File: src/rtl/jtcps1_sdram_ctrl.sv
// SDR SDRAM controller for the CPS1 four-bank request interface (x16, BL2, CL2, auto-precharge).
// Define JTCPS1_SDRAM_RR_EN for round-robin bank arbitration; otherwise fixed priority ba0 > ba3 > ba1 > ba2.
module jtcps1_sdram_ctrl #(
    parameter int INIT_WAIT   = 9600,
    parameter int REFRESH_INT = 64,
    parameter int TRFC        = 8
) (
    input  logic        clk,
    input  logic        rst,
    input  logic [21:0] ba0_addr,
    input  logic        ba0_rd,
    input  logic        ba0_wr,
    input  logic [15:0] ba0_din,
    input  logic [1:0]  ba0_din_m,
    output logic        ba0_ack,
    output logic        ba0_rdy,
    input  logic [21:0] ba1_addr,
    input  logic [21:0] ba2_addr,
    input  logic [21:0] ba3_addr,
    input  logic        ba1_rd,
    input  logic        ba2_rd,
    input  logic        ba3_rd,
    output logic        ba1_ack,
    output logic        ba2_ack,
    output logic        ba3_ack,
    output logic        ba1_rdy,
    output logic        ba2_rdy,
    output logic        ba3_rdy,
    input  logic [21:0] prog_addr,
    input  logic [15:0] prog_data,
    input  logic [1:0]  prog_mask,
    input  logic [1:0]  prog_ba,
    input  logic        prog_we,
    output logic        prog_rdy,
    input  logic        refresh_en,
    output logic [31:0] data_read,
    output logic [3:0]  sdram_cmd,
    output logic [12:0] sdram_a,
    output logic [1:0]  sdram_ba,
    output logic [1:0]  sdram_dqm,
    input  logic [15:0] sdram_dq_in,
    output logic [15:0] sdram_dq_out,
    output logic        sdram_dq_oe
);
    localparam logic [3:0] CMD_NOP  = 4'b0111;
    localparam logic [3:0] CMD_ACT  = 4'b0011;
    localparam logic [3:0] CMD_RD   = 4'b0101;
    localparam logic [3:0] CMD_WR   = 4'b0100;
    localparam logic [3:0] CMD_PRE  = 4'b0010;
    localparam logic [3:0] CMD_REF  = 4'b0001;
    localparam logic [3:0] CMD_MODE = 4'b0000;

    // Init schedule, in cycles counted from reset release
    localparam logic [15:0] T_PRE  = 16'(INIT_WAIT);
    localparam logic [15:0] T_REF1 = 16'(INIT_WAIT + 3);
    localparam logic [15:0] T_REF2 = 16'(INIT_WAIT + 3 + TRFC);
    localparam logic [15:0] T_MODE = 16'(INIT_WAIT + 3 + 2 * TRFC);
    localparam logic [15:0] T_DONE = 16'(INIT_WAIT + 5 + 2 * TRFC);

    localparam int              RW       = $clog2(REFRESH_INT + 1);
    localparam logic [RW-1:0]   RMAX     = RW'(REFRESH_INT);
    localparam logic [4:0]      RFSH_END = 5'(TRFC - 2);

    typedef enum logic [2:0] {INIT, IDLE, ACT, RD, WR, RFSH} state_t;

    state_t        state;
    logic [15:0]   init_cnt;
    logic [4:0]    cnt;
    logic [RW-1:0] rcnt;
    logic [3:0]    ack;
    logic [3:0]    rdy;
    logic [1:0]    cur_bank;
    logic          cur_prog;
    logic          cur_wr;
    logic [8:0]    cur_col;
    logic [15:0]   cur_din;
    logic [1:0]    cur_mask;
    logic [15:0]   rd_lo;
`ifdef JTCPS1_SDRAM_RR_EN
    logic [1:0]    last_bank;
`endif

    logic [3:0]  req;
    logic        pick_vld;
    logic [1:0]  pick;
    logic [21:0] pick_addr;

    assign req = {ba3_rd, ba2_rd, ba1_rd, ba0_rd | ba0_wr};
    assign {ba3_ack, ba2_ack, ba1_ack, ba0_ack} = ack;
    assign {ba3_rdy, ba2_rdy, ba1_rdy, ba0_rdy} = rdy;

    // Later assignments override earlier ones, so the last match is the winner
    always_comb begin
        pick_vld = |req;
        pick     = 2'd0;
`ifdef JTCPS1_SDRAM_RR_EN
        for (int i = 4; i >= 1; i--) begin
            if (req[last_bank + 2'(i)]) pick = last_bank + 2'(i);
        end
`else
        if (req[2]) pick = 2'd2;
        if (req[1]) pick = 2'd1;
        if (req[3]) pick = 2'd3;
        if (req[0]) pick = 2'd0;
`endif
    end

    always_comb begin
        case (pick)
            2'd0:    pick_addr = ba0_addr;
            2'd1:    pick_addr = ba1_addr;
            2'd2:    pick_addr = ba2_addr;
            default: pick_addr = ba3_addr;
        endcase
    end

    always_ff @(posedge clk or posedge rst) begin
        if (rst) begin
            state        <= INIT;
            init_cnt     <= '0;
            cnt          <= '0;
            rcnt         <= '0;
            ack          <= '0;
            rdy          <= '0;
            prog_rdy     <= 1'b0;
            cur_bank     <= '0;
            cur_prog     <= 1'b0;
            cur_wr       <= 1'b0;
            cur_col      <= '0;
            cur_din      <= '0;
            cur_mask     <= 2'b11;
            rd_lo        <= '0;
`ifdef JTCPS1_SDRAM_RR_EN
            last_bank    <= '0;
`endif
            data_read    <= '0;
            sdram_cmd    <= CMD_NOP;
            sdram_a      <= '0;
            sdram_ba     <= '0;
            sdram_dqm    <= 2'b11;
            sdram_dq_out <= '0;
            sdram_dq_oe  <= 1'b0;
        end else begin
            sdram_cmd <= CMD_NOP;
            ack       <= '0;
            rdy       <= '0;
            prog_rdy  <= 1'b0;
            cnt       <= cnt + 5'd1;
            if (rcnt != RMAX) rcnt <= rcnt + RW'(1);

            case (state)
                INIT: begin
                    init_cnt <= init_cnt + 16'd1;
                    if (init_cnt == T_PRE) begin
                        sdram_cmd <= CMD_PRE;
                        sdram_a   <= 13'h0400;
                    end
                    if (init_cnt == T_REF1 || init_cnt == T_REF2) begin
                        sdram_cmd <= CMD_REF;
                        rcnt      <= '0;
                    end
                    if (init_cnt == T_MODE) begin
                        sdram_cmd <= CMD_MODE;
                        sdram_a   <= 13'h0021;
                    end
                    if (init_cnt == T_DONE) state <= IDLE;
                end
                // The cycle that issues ACTIVE/REFRESH is cycle 0 of cnt
                IDLE: begin
                    cnt <= 5'd0;
                    if (prog_we) begin
                        state     <= ACT;
                        sdram_cmd <= CMD_ACT;
                        sdram_ba  <= prog_ba;
                        sdram_a   <= prog_addr[21:9];
                        cur_prog  <= 1'b1;
                        cur_wr    <= 1'b1;
                        cur_col   <= prog_addr[8:0];
                        cur_din   <= prog_data;
                        cur_mask  <= prog_mask;
                    end else if (refresh_en && rcnt == RMAX) begin
                        state     <= RFSH;
                        sdram_cmd <= CMD_REF;
                        rcnt      <= '0;
                    end else if (pick_vld) begin
                        state     <= ACT;
                        sdram_cmd <= CMD_ACT;
                        sdram_ba  <= pick;
                        sdram_a   <= pick_addr[21:9];
                        ack[pick] <= 1'b1;
                        cur_bank  <= pick;
                        cur_prog  <= 1'b0;
                        cur_wr    <= (pick == 2'd0) && ba0_wr;
                        cur_col   <= pick_addr[8:0];
                        cur_din   <= ba0_din;
                        cur_mask  <= ba0_din_m;
`ifdef JTCPS1_SDRAM_RR_EN
                        last_bank <= pick;
`endif
                    end
                end
                ACT: begin
                    if (cnt == 5'd1) begin
                        sdram_a <= {2'b00, 1'b1, 1'b0, cur_col};
                        if (cur_wr) begin
                            state        <= WR;
                            sdram_cmd    <= CMD_WR;
                            sdram_dq_oe  <= 1'b1;
                            sdram_dq_out <= cur_din;
                            sdram_dqm    <= cur_mask;
                        end else begin
                            state     <= RD;
                            sdram_cmd <= CMD_RD;
                            sdram_dqm <= 2'b00;
                        end
                    end
                end
                RD: begin
                    if (cnt == 5'd5) rd_lo <= sdram_dq_in;
                    if (cnt == 5'd6) begin
                        data_read     <= {sdram_dq_in, rd_lo};
                        rdy[cur_bank] <= 1'b1;
                        sdram_dqm     <= 2'b11;
                        state         <= IDLE;
                    end
                end
                WR: begin
                    if (cnt == 5'd2) begin
                        sdram_dqm   <= 2'b11;
                        sdram_dq_oe <= 1'b0;
                    end
                    if (cnt == 5'd5) begin
                        if (cur_prog) prog_rdy <= 1'b1;
                        else rdy[cur_bank] <= 1'b1;
                        state <= IDLE;
                    end
                end
                RFSH: begin
                    if (cnt == RFSH_END) state <= IDLE;
                end
                default: state <= INIT;
            endcase
        end
    end
endmodule

File: config.mk
export PLATFORM = sky130hd
export DESIGN_NAME = jtcps1_sdram_ctrl
export DESIGN_NICKNAME = d
export VERILOG_FILES = /design/src/rtl/jtcps1_sdram_ctrl.sv
export SDC_FILE = /design/constraint.sdc
export NUM_CORES = 1
export LEC_CHECK = 0
export ABC_AREA = 1
export CORE_ASPECT_RATIO = 1.2
export CORE_MARGIN = 3
export CORE_UTILIZATION = 37
export CTS_CLUSTER_SIZE = 20
export DETAILED_ROUTE_END_ITERATION = 12
export DONT_BUFFER_PORTS = 1
export SYNTH_ARGS = -nofsm -noshare
export SYNTH_HDL_FRONTEND = slang
export SYNTH_SLANG_ARGS = --single-unit
File: constraint.sdc
create_clock -name clk -period 5.7 [get_ports clk]
set_clock_uncertainty 0.2 [all_clocks]
set_input_delay 0 -clock clk [delete_from_list [all_inputs] [get_ports clk]]
set_output_delay 0 -clock clk [all_outputs]
set_load 0.05 [all_outputs]
# == After elaboration in Yosys (flattened, before gate mapping) ==
# Cells that the tools add are included.
# totals
output_inout_bits,79
in_bits,173
reg_bits,157
rom_bits,0
elab_cells,161
ramBits,0
latch_bits,0
mem_count,0
# classes
n_addsub,3
magnitude_cmp,4
eq_ne,30
n_shift,0
bitwise_logic,3
n_div,0
mux,78
n_reduce_logical,22
mul,0
# ops
op,n
$eq A16 B14 Y1 const B,5
$mux W13,6
$pmux W22 S3,1
$mux W16,3
$pmux W13 S3,1
$mux W3,12
$mux W4,9
$mux W2,15
$mux W7,4
$mux W9,3
$add A16 B1 Y16 const B,1
$mux W1,15
$pmux W3 S5,1
$ne A2 B2 Y1 const B,7
$pmux W7 S2,1
$pmux W4 S3,1
$reduce_and A4 Y1,3
$eq A5 B3 Y1 const B,2
$reduce_and A5 Y1,2
$ne A3 B3 Y1 const B,3
$pmux W4 S2,1
$add A7 B1 Y7 const B,1
$eq A7 B7 Y1 const B,1
$ne A7 B7 Y1 const B,1
28 further kinds,41

# == Depth between registers and ports, before layout ==
# Gate-level depths: netlist of run 1.
# depth
ltp_word,12
mapped_depth,12

# == Worst setup path before layout of run 1 ==
# No wires, ideal clock.
# synth_timing
path_kind,register -> register
startpoint,reg cnt[1]
endpoint,reg sdram_a[1]
setup_time_ps,71
path_slack_ps,3896
arrival_time_ps,1533
synth_period_minus_slack_ps,1804
path_stages_with_launch,12
t_required_ps,5429
n_path_buf,1
path_cell_list,dfrtp_1 > inv_1 > ha_1 > nand2_1 > o21ai_2 > clkinv_1 > nor2_8 > nand3_4 > buf_6 > nand2_2 > inv_2 > nor2_1
# synth_between
elab_chain_cells,3
# synth_lines
item,line_no,rtl
from (decl),68,logic [4:0] cnt;
from (signal assigned),148,cnt <= cnt + 5'd1;
$eq A5 B1 Y1,203,if (cnt == 5'd1) begin
$ne A2 B2 Y1 (no source line),--,
$reduce_and A5 Y1 (no source line),--,
to (signal assigned),175,sdram_a <= prog_addr[21:9];
to (signal assigned),189,sdram_a <= pick_addr[21:9];
to (signal assigned),204,"sdram_a <= {2'b00, 1'b1, 1'b0, cur_col};"
to (decl),38,"output logic [12:0] sdram_a,"
# Every way passes these cells.
# A chain may end at the register's enable or synchronous reset.

# == Worst setup path after layout of run 1 ==
# layout_timing
startpoint,in ba2_rd
endpoint,reg cur_col[0]
# layout_between
elab_chain_cells,9
word_cells_on_any_way,14
classes_between,eq/ne: 2; mux: 8; reduce/logical: 4
# layout_lines
item,line_no,rtl
from (decl),21,"input logic ba2_rd,"
$mux W2,101,if (req[2]) pick = 2'd2;
$mux W2,102,if (req[1]) pick = 2'd1;
$mux W2,103,if (req[3]) pick = 2'd3;
$mux W2,104,if (req[0]) pick = 2'd0;
$eq A2 B2 Y1 (tied with other cells),109,case (pick)
$pmux W22 S3,109,
$mux W9,185,end else if (pick_vld) begin
$mux W9,181,end else if (refresh_en && rcnt == RMAX) begin
$mux W9,171,if (prog_we) begin
to (signal assigned),178,cur_col <= prog_addr[8:0];
to (signal assigned),194,cur_col <= pick_addr[8:0];
to (decl),75,logic [8:0] cur_col;
# Several ways; a longest one is shown, not always the timed one. The select of a mux whose other input is x is not followed.

==> impl_metrics.toml, run 1 <==
[pwr]
p_sw_w = 0.00255
pwr-share-comb_pct = 29.6
clkPwrFrac_pct = 21.6
p_int_w = 0.00297
switching_share_pct = 46.2
ir_worst_vdd_v = 0.000316
seq_power_share_pct = 48.7
powerDensity_nw_per_um2 = 551
finalPower_w = 0.00552
p_leak_nw = 4.98

[timing]
final.setup.worst_slack_ns = 1.64
post-route-period-util_pct = 71.2
drv_slew = 0
setup_violations = 0
rsz0062_at_grt = "no"
hold_viol = 0
setup_tns_ns = 0
max_freq_ghz = 0.246
final.min_clock_period_ns = 4.06
tightest_slew_ns = 1.12
maxSlewHeadroom_pct = 25.0

[detailed_routing]
top_layer = "met4"
via_per_inst = 5.02
met3_length_um = 1620
drtIter0Drc = 401
ant_nets = 0
met1Wirelength_um = 9030
route.detailed.drc = 0
vias = 6863
avgRoutedWirePerCell_um = 16.2
wl_met2_um = 11100
dr.pass1.iters = 7
totalWireLength_um = 22200

[floorplanning]
ioPinCount = 252
die_area_um2 = 23100
start_util_pct = 38.2
core_area_um2 = 20600
fp.dieW_um = 139
dieHeight_um = 166
row_count = 57

[worst_setup_path]
path_common_cell = "nand2_1"
crit_required_ns = 5.86
path_class = "in2reg"
arrival_ns = 4.22
rr_startpoint = "state[1]"
crit_start = "ba2_rd"
cp-start-kind = "input pin"
max_stage_delay_ns = 0.67
crit_chain = "dlygate4sd3_1 -> nand2_1 -> dlygate4sd3_1 -> nand2_1 -> nand2_1 -> inv_1 -> nor2_1 -> nand2_1 -> nand3_1 -> dlygate4sd3_1 -> nand2_1 -> dlygate4sd3_1 -> nand2_1"
crit_path_end_kind = "flop"
cp_slowest_cell = "nor2_1"
path_max_fanout = 13

[synthesis]
yosys-top-cells-count = "290 x nand2_1, 149 x dfrtp_1, 110 x nor2_1"
yosysTopAreaCell = "dfrtp_1"
synth_top_area_share_pct = 47.3
netlist_area_um2 = 7880
syn_avg_cell_area_um2 = 8.13
yosysMostFrequentCell = "nand2_1"
yosysWarnings = 0
syn-num-nets = 1150
synthFlopType = "dfrtp_1"
synth-edff-count = 0
ys_types = 42
synthCells = 969
async_flop_share_pct = 100
ys_top_cells_by_area = "dfrtp_1 47%, nand2_1 14%, nor2_1 5.2%"
ys_ff_latch = 156
ys_seq_area_share_pct = 49.6

[grt]
grt_pass1_vias = 6801
grt_max_degree = 95
antenna_found_initial = 1
grt.overflow.total = 0
grt_pass1_wl_um = 35800
grt_use_total_pct = 19.1

[job]
maxCapViolCount = 0

[cts]
post_cts_buffers = 0
clk_path_buf_depth = 2
cts.sinks = 156
cts_tree = "yes"
htreeDepth = 4
path_clk_slew_ns = 0.07
clock-root-buffer = "clkbuf_16"
cts_made_buffers = 17
clk_latency_ns = 0.42

[layout]
area_growth_pct = 27.3
fin_cells = 1368
layout.nets = 1270
drive_gt1_share_pct = 8.53

[hold_path]
hold_path_class = "in2async"

[placed_design]
place_inst = 1203
dp_hpwl_um = 15100
post-place-ws_ns = 3.14
gp_congestion = 0.837
port_buffers = 0

[outcome]
status = "finished clean"
kinds of logic (layout without fill, tap and decap cells):
group                    count (synthesis)  count (layout)  synth area share, %
other                                    1               2               0.0476
flip-flops                             156             156                 49.6
adder cells (fa/ha/maj)                  8               8                 1.27
multiplexers                            34              34                 5.00
AO/OA/AOI/OAI                          115             115                 7.76
buffers and inverters                  138             271                 7.10
AND/OR/NAND/NOR                        499             499                 27.2
XOR/XNOR                                18              18                 2.00
registers in the layout, summed over array words and instances (netlist names), 2 cells and up:
register / cells
cur_mask: 2
rdy: 4
cur_col: 9
cur_bank: 2
cnt: 5
init_cnt: 16
sdram_dq_out: 16
sdram_cmd: 3
ack: 4
sdram_a: 13
sdram_dqm: 2
rcnt: 7
cur_din: 16
data_read: 32
rd_lo: 16
sdram_ba: 2
state: 3
power groups by stage:
stage	combinational, W	clock [W]	sequential (W)
global route	0.00188	0.00127	0.00276
floorplan	0.00118	0	0.00260
finish	0.00164	0.00120	0.00269
global placement	0.00138	0	0.00271
CTS	0.00164	0.00123	0.00270
detailed placement	0.00141	0	0.00271
routing by layer:
metal	vias to the layer above	track usage [%]
met5	-	0
met1	3204	24.0
met2	302	32.3
met3	31	5.01
li1	3326	-
met4	0	5.96
area by class of cell:
type | count | area (µm²)
fillers | 1935 | 10600
flip-flops and latches | 156 | 3910
multi-input cells | 675 | 3410
repair buffers | 135 | 1350
clock buffers | 19 | 453
inverters | 104 | 395
well taps | 265 | 332
clock inverters | 13 | 174
diodes | 1 | 2.50
layout by cell type (no fill, tap or decap), types with 3 or more instances in the layout:
cell           count
a22oi_1            6
nor2_1           110
mux2_2             7
buf_4              3
mux2_4             9
nor4_1             3
nand4_1           22
ha_1               8
nand3_1           42
clkbuf_16         17
nand2_2            7
a21oi_1           20
nor2_2             5
xor2_1            13
xnor2_1            5
dlygate4sd3_1    131
clkinv_4           4
nand2_1          290
nor3_1             8
inv_8              7
dfstp_2            7
mux2i_1           18
inv_1             90
o21ai_1           22
inv_2             11
nor2_4             3
dfrtp_1          149
o21ai_0           58
critical path: cells and delay by family:
| family | cells | cell delay, ns |
|---|---|---|
| buffers and inverters | 5 | 2.52 |
| and+or+nand+nor | 8 | 1.69 |
stage by stage:
stage	hold slack (ns)	util, %	instance area (µm²)
floorplan	-0.0623	-	7880
global placement	-0.0908	39.2	8070
detailed placement	-0.0876	39.2	8070
CTS	0.0361	48.7	10000
global route	0.0859	48.7	10000
finish	0.0472	48.7	10000
worst paths after layout:
check | endpoint | slack, ns | cells after the start
worst max-delay path | cur_col[0] | 1.64 | 13
worst min-delay path | data_read[13] | 0.05 | 2
worst max register to register | sdram_a[3] | 2.25 | 10
worst min register to register | data_read[11] | 0.26 | 2
max in group asynchronous | init_cnt[7] | 3.88 | 3
min in group clk | ack[0] | 0.05 | 4
repair_timing:
action / CTS / global route
hold endpoints to repair: 182 / 0
resized for setup: 0 / 0
hold buffers: 132 / 0
Note: power is estimated with default switching activity, not from simulation.
==> run 2: changes to the inputs <==
Clock period 5.7 ns to 3.3 ns, I/O delays scaled along.
==> run 2 against run 1 <==
Critical path depth is 1 lower; non-clock buffer count is 6 higher; register-to-register slack worse by 2.0 ns; utilization is 0.37 points higher; combinational power is 71% higher; sequential power is 73% higher; clock power is 72% higher; cell count is 0.37% higher; global-route usage is 0.15 points lower; total power is 72% higher; count of clock-buffer cells in the layout stayed put; largest power group unchanged.
==> impl_metrics.toml, run 2 (synthesis results as in run 1) <==
[placed_design]
place_area_um2 = 8150
dp_hpwl_um = 15400
place_inst = 1209
port_buffers = 0
gp_congestion = 0.827

[pwr]
ir_worst_vdd_v = 0.000565
p_leak_nw = 5.02
powerDensity_nw_per_um2 = 943

[layout]
antenna_cells = 0
area_growth_pct = 28.3
fin_area_um2 = 10100
layout.nets = 1276
largest_register_ffs = 32
fillerInstances = 1926
most-common-layout-cells = "289 x nand2_1, 149 x dfrtp_1, 132 x dlygate4sd3_1, 109 x nor2_1, 89 x inv_1"
top_register = "data_read"
drive_gt1_share_pct = 9.12
layout_commonest_cell = "nand2_1"
fin_cells = 1373

[timing]
setup_violations = 0
post-route-period-util_pct = 94.9
final.min_clock_period_ns = 3.13
max_freq_ghz = 0.319
drv_slew = 0
tightest_slew_ns = 1.07
hold_viol = 0
rsz0062_at_grt = "yes"
maxSlewHeadroom_pct = 28.1
finalHoldWorstSlack_ns = 0.0693

[worst_setup_path]
path_max_fanout = 17
path_common_cell = "nor2_1"
arrival_ns = 3.27
cp_slowest_cell = "dlygate4sd3_1"
crit_path_end_kind = "flop"
worst-path-buf-inv = 4
crit_required_ns = 3.44
path_class = "in2reg"
critPathTopFamily = "buffers and inverters"
crit_chain = "dlygate4sd3_1 -> nor2_1 -> nand4_1 -> clkinv_1 -> nand2_1 -> nand2_1 -> nor2_1 -> nor2_1 -> dlygate4sd3_1 -> nor2_1 -> dlygate4sd3_1 -> nor2_1"
max_stage_delay_ns = 0.59
cp-start-kind = "input pin"

[cts]
cts_tree = "yes"
clock-root-buffer = "clkbuf_16"
htreeDepth = 4
cts_made_buffers = 17
cts.sinks = 156
post_cts_buffers = 0
clk_latency_ns = 0.42
path_clk_slew_ns = 0.07
clk_path_buf_depth = 2

[grt]
grt_pass1_vias = 6937
grt_max_degree = 54
antenna_found_initial = 0
grt.overflow.total = 0
grt_use_total_pct = 19.0
grt_pass1_wl_um = 35600

[detailed_routing]
via_per_inst = 4.97
avgRoutedWirePerCell_um = 16.2
dr.pass1.iters = 4
ant_nets = 0
totalWireLength_um = 22200
route.detailed.drc = 0
vias = 6822
drtIter0Drc = 330

[floorplanning]
fp.dieW_um = 139
start_util_pct = 38.2
die_area_um2 = 23100
row_count = 57
ioPinCount = 252
dieHeight_um = 166
core_area_um2 = 20600

[hold_path]
hold_path_class = "in2async"

[outcome]
status = "finished clean"

[job]
maxCapViolCount = 0
run 2: cell types whose count changed in the layout (fill, tap and decap cells not counted), moves of 2 or more:
cell        change
buf_4           +3
clkinvlp_4      +3
clkbuf_8        -2
buf_12          +2
clkinv_4        -2
inv_8           -3
clkbuf_1        +2
run 2: per-stage QoR:
step / worst slack, ns / utilization, % / setup TNS, ns / total power, W
floorplan: 1.13 / - / 0 / 0.00653
global placement: 0.937 / 39.6 / 0 / 0.00708
detailed placement: 0.880 / 39.6 / 0 / 0.00715
CTS: 0.0543 / 48.9 / 0 / 0.00960
global route: -0.0882 / 49.0 / -0.0894 / 0.0102
finish: 0.169 / 49.0 / 0 / 0.00953
run 2: area by class of cell:
| cell class | instances | area [µm²] | area share, % |
|---|---|---|---|
| inverter | 104 | 398 | 3.94 |
| timing repair buffer | 141 | 1430 | 14.1 |
| clock inverter | 13 | 183 | 1.81 |
| clock buffer | 19 | 433 | 4.28 |
| tap | 265 | 332 | 3.28 |
| sequential | 156 | 3910 | 38.7 |
| multi-input combinational | 675 | 3420 | 33.9 |
run 2: path summary, 6_finish.rpt:
kind / from / slack [ns] / endpoint / depth (start not counted)
min in group clk: prog_we / 0.09 / cur_col[2] / 5
hold / removal: rst / 0.07 / data_read[13] / 2
setup / recovery: ba0_wr / 0.17 / sdram_a[3] / 12
hold reg to reg: rd_lo[8] / 0.27 / data_read[8] / 2
max in group asynchronous: rst / 2.00 / sdram_a[8] / 3
setup reg to reg: rcnt[0] / 0.21 / cur_wr / 11
run 2: repair_timing:
action | 4_1_cts | 5_1_grt
hold buffers | 131 | 1
hold endpoints to repair | 135 | 1
setup endpoints to repair | 0 | 13
gates resized for setup | 0 | 5
run 2: power by group:
part | internal, W | leakage (nW) | switching [W]
Sequential | 0.00271 | 1.89 | 0.00195
Clock | 0.00122 | 0.300 | 0.000846
Combinational | 0.00122 | 2.83 | 0.00158
Total | 0.00515 | 5.02 | 0.00438
run 2: metal layers:
layer	share of wire, %	global-route usage, %
met1	43	23.6
met2	48	31.9
met3	6.1	4.87
met4	2.8	6.85
met5	0	0
==> run 3: changes to the inputs <==
Settings changed: MAX_ROUTING_LAYER from default to met4, RECOVER_POWER from default to 25.
==> run 3 against run 2 <==
The run now ends with capacitance limit, slew limit left; fmax is 0.12% higher; count of clock-buffer cells in the layout stayed put; sequential power hardly changed; critical path type unchanged; largest cell class unchanged; highest routed layer unchanged.
==> impl_metrics.toml, run 3 (synthesis results as in run 1) <==
[floorplanning]
fp.dieW_um = 139
dieHeight_um = 166
die_area_um2 = 23100
start_util_pct = 38.2
row_count = 57
core_area_um2 = 20600
ioPinCount = 252

[worst_setup_path]
crit_required_ns = 3.44
cp_slowest_cell = "dlygate4sd3_1"
arrival_ns = 3.27
crit_path_end_kind = "flop"
critPathTopFamily = "buffers and inverters"
cp-start-kind = "input pin"
path_class = "in2reg"
path_max_fanout = 17
crit_chain = "dlygate4sd3_1 -> nor2_1 -> nand4_1 -> clkinv_1 -> nand2_1 -> nand2_1 -> nor2_1 -> nor2_1 -> dlygate4sd3_1 -> nor2_1 -> dlygate4sd3_1 -> nor2_1"
path_common_cell = "nor2_1"
worst-path-buf-inv = 4
max_stage_delay_ns = 0.59

[detailed_routing]
dr.pass1.iters = 4
drtIter0Drc = 322
ant_nets = 0
route.detailed.drc = 0
avgRoutedWirePerCell_um = 16.2
totalWireLength_um = 22300
via_per_inst = 4.95
vias = 6793

[timing]
rsz0062_at_grt = "yes"
max_freq_ghz = 0.320
tightest_slew_ns = 1.98
hold_viol = 0
final.setup.worst_slack_ns = 0.173
setup_violations = 0
maxSlewHeadroom_pct = -33.0
final.min_clock_period_ns = 3.13
drv_slew = 41
post-route-period-util_pct = 94.8

[cts]
clock-root-buffer = "clkbuf_16"
post_cts_buffers = 0
clk_path_buf_depth = 2
path_clk_slew_ns = 0.07
htreeDepth = 4
cts_made_buffers = 17
clk_latency_ns = 0.42
cts.sinks = 156
cts_tree = "yes"

[layout]
most-common-layout-cells = "289 x nand2_1, 149 x dfrtp_1, 132 x dlygate4sd3_1, 109 x nor2_1, 89 x inv_1"
largest_register_ffs = 32
layout_commonest_cell = "nand2_1"
antenna_cells = 0
drive_gt1_share_pct = 9.12
top_register = "data_read"
fin_cells = 1373
layout.nets = 1276
area_growth_pct = 28.2

[job]
maxCapViolCount = 1

[pwr]
pwr-share-comb_pct = 29.4
p_int_w = 0.00515
seq_power_share_pct = 48.9
p_leak_nw = 5.02
p_sw_w = 0.00437
clkPwrFrac_pct = 21.6
finalPower_w = 0.00953
powerDensity_nw_per_um2 = 943
switching_share_pct = 45.9
ir_worst_vdd_v = 0.000559

[placed_design]
post-place-ws_ns = 0.880
port_buffers = 0
place_inst = 1209
dp_hpwl_um = 15400
gp_congestion = 0.839

[grt]
grt_max_degree = 54
grt_pass1_vias = 6936
grt_use_total_pct = 19.6
grt_pass1_wl_um = 35600
grt.overflow.total = 0
antenna_found_initial = 0

[outcome]
violations = "capacitance limit, slew limit"
status = "finished, violations left"

[hold_path]
hold_path_class = "in2reg"
-- run 3: cell types whose count changed in the layout (fill, tap and decap cells not counted) --
cell,change
clkinvlp_2,+1
clkinvlp_4,-1
-- run 3: cell type report --
type	instances	area, µm²
fill	1927	10500
sequential	156	3910
multi-input combinational	675	3420
timing repair buffer	141	1430
clock buffer	19	433
inverter	104	395
tap	265	332
clock inverter	13	183
-- run 3: worst min-delay path: stages --
cell and delay [ns]:
inv_1 0.32, nor2_1 0.20, nor2_1 0.05, nand2_1 0.06, nand2_1 0.04
-- run 3: through the flow --
stage	instance area (µm²)	utilization [%]	setup TNS (ns)	hold WS (ns)
2_1_floorplan	7890	-	0	-0.0623
3_3_place_gp	8150	39.6	0	-0.0664
3_5_place_dp	8150	39.6	0	-0.0745
4_1_cts	10100	48.9	0	0.00757
5_1_grt	10100	49.0	-0.0894	0.0916
6_report	10100	49.0	0	0.0842
-- run 3: what timing repair did --
action                                  CTS  global route
resized for setup                         0             5
hold endpoints to repair                135             1
endpoints found under the setup margin    0            13
hold buffers                            131             1
-- run 3: worst paths after layout --
check	end	start	slack (ns)	depth (start not counted)
max in group asynchronous	sdram_a[8]	rst	1.47	3
worst max-delay path	sdram_a[3]	ba0_wr	0.17	12
worst min-delay path	cur_col[2]	prog_we	0.08	5
worst min register to register	data_read[12]	rd_lo[12]	0.27	2
worst max register to register	cur_wr	rcnt[0]	0.21	11
min in group asynchronous	data_read[13]	rst	0.35	2
-- run 3: power by group through the flow --
| stage | registers (W) | logic, W | clock network (W) |
|---|---|---|---|
| finish | 0.00466 | 0.00280 | 0.00206 |
| global route | 0.00476 | 0.00322 | 0.00220 |
| CTS | 0.00467 | 0.00281 | 0.00212 |
| detailed placement | 0.00470 | 0.00245 | 0 |
| global placement | 0.00469 | 0.00239 | 0 |
| floorplan | 0.00449 | 0.00204 | 0 |
-- run 3: routing by layer --
metal,up-vias,global-route usage [%],part of all wire (%)
li1,3330,-,-
met1,3179,23.9,43
met2,245,32.0,49
met3,39,4.38,5.8
met4,0,6.85,2.6
met5,-,-,0
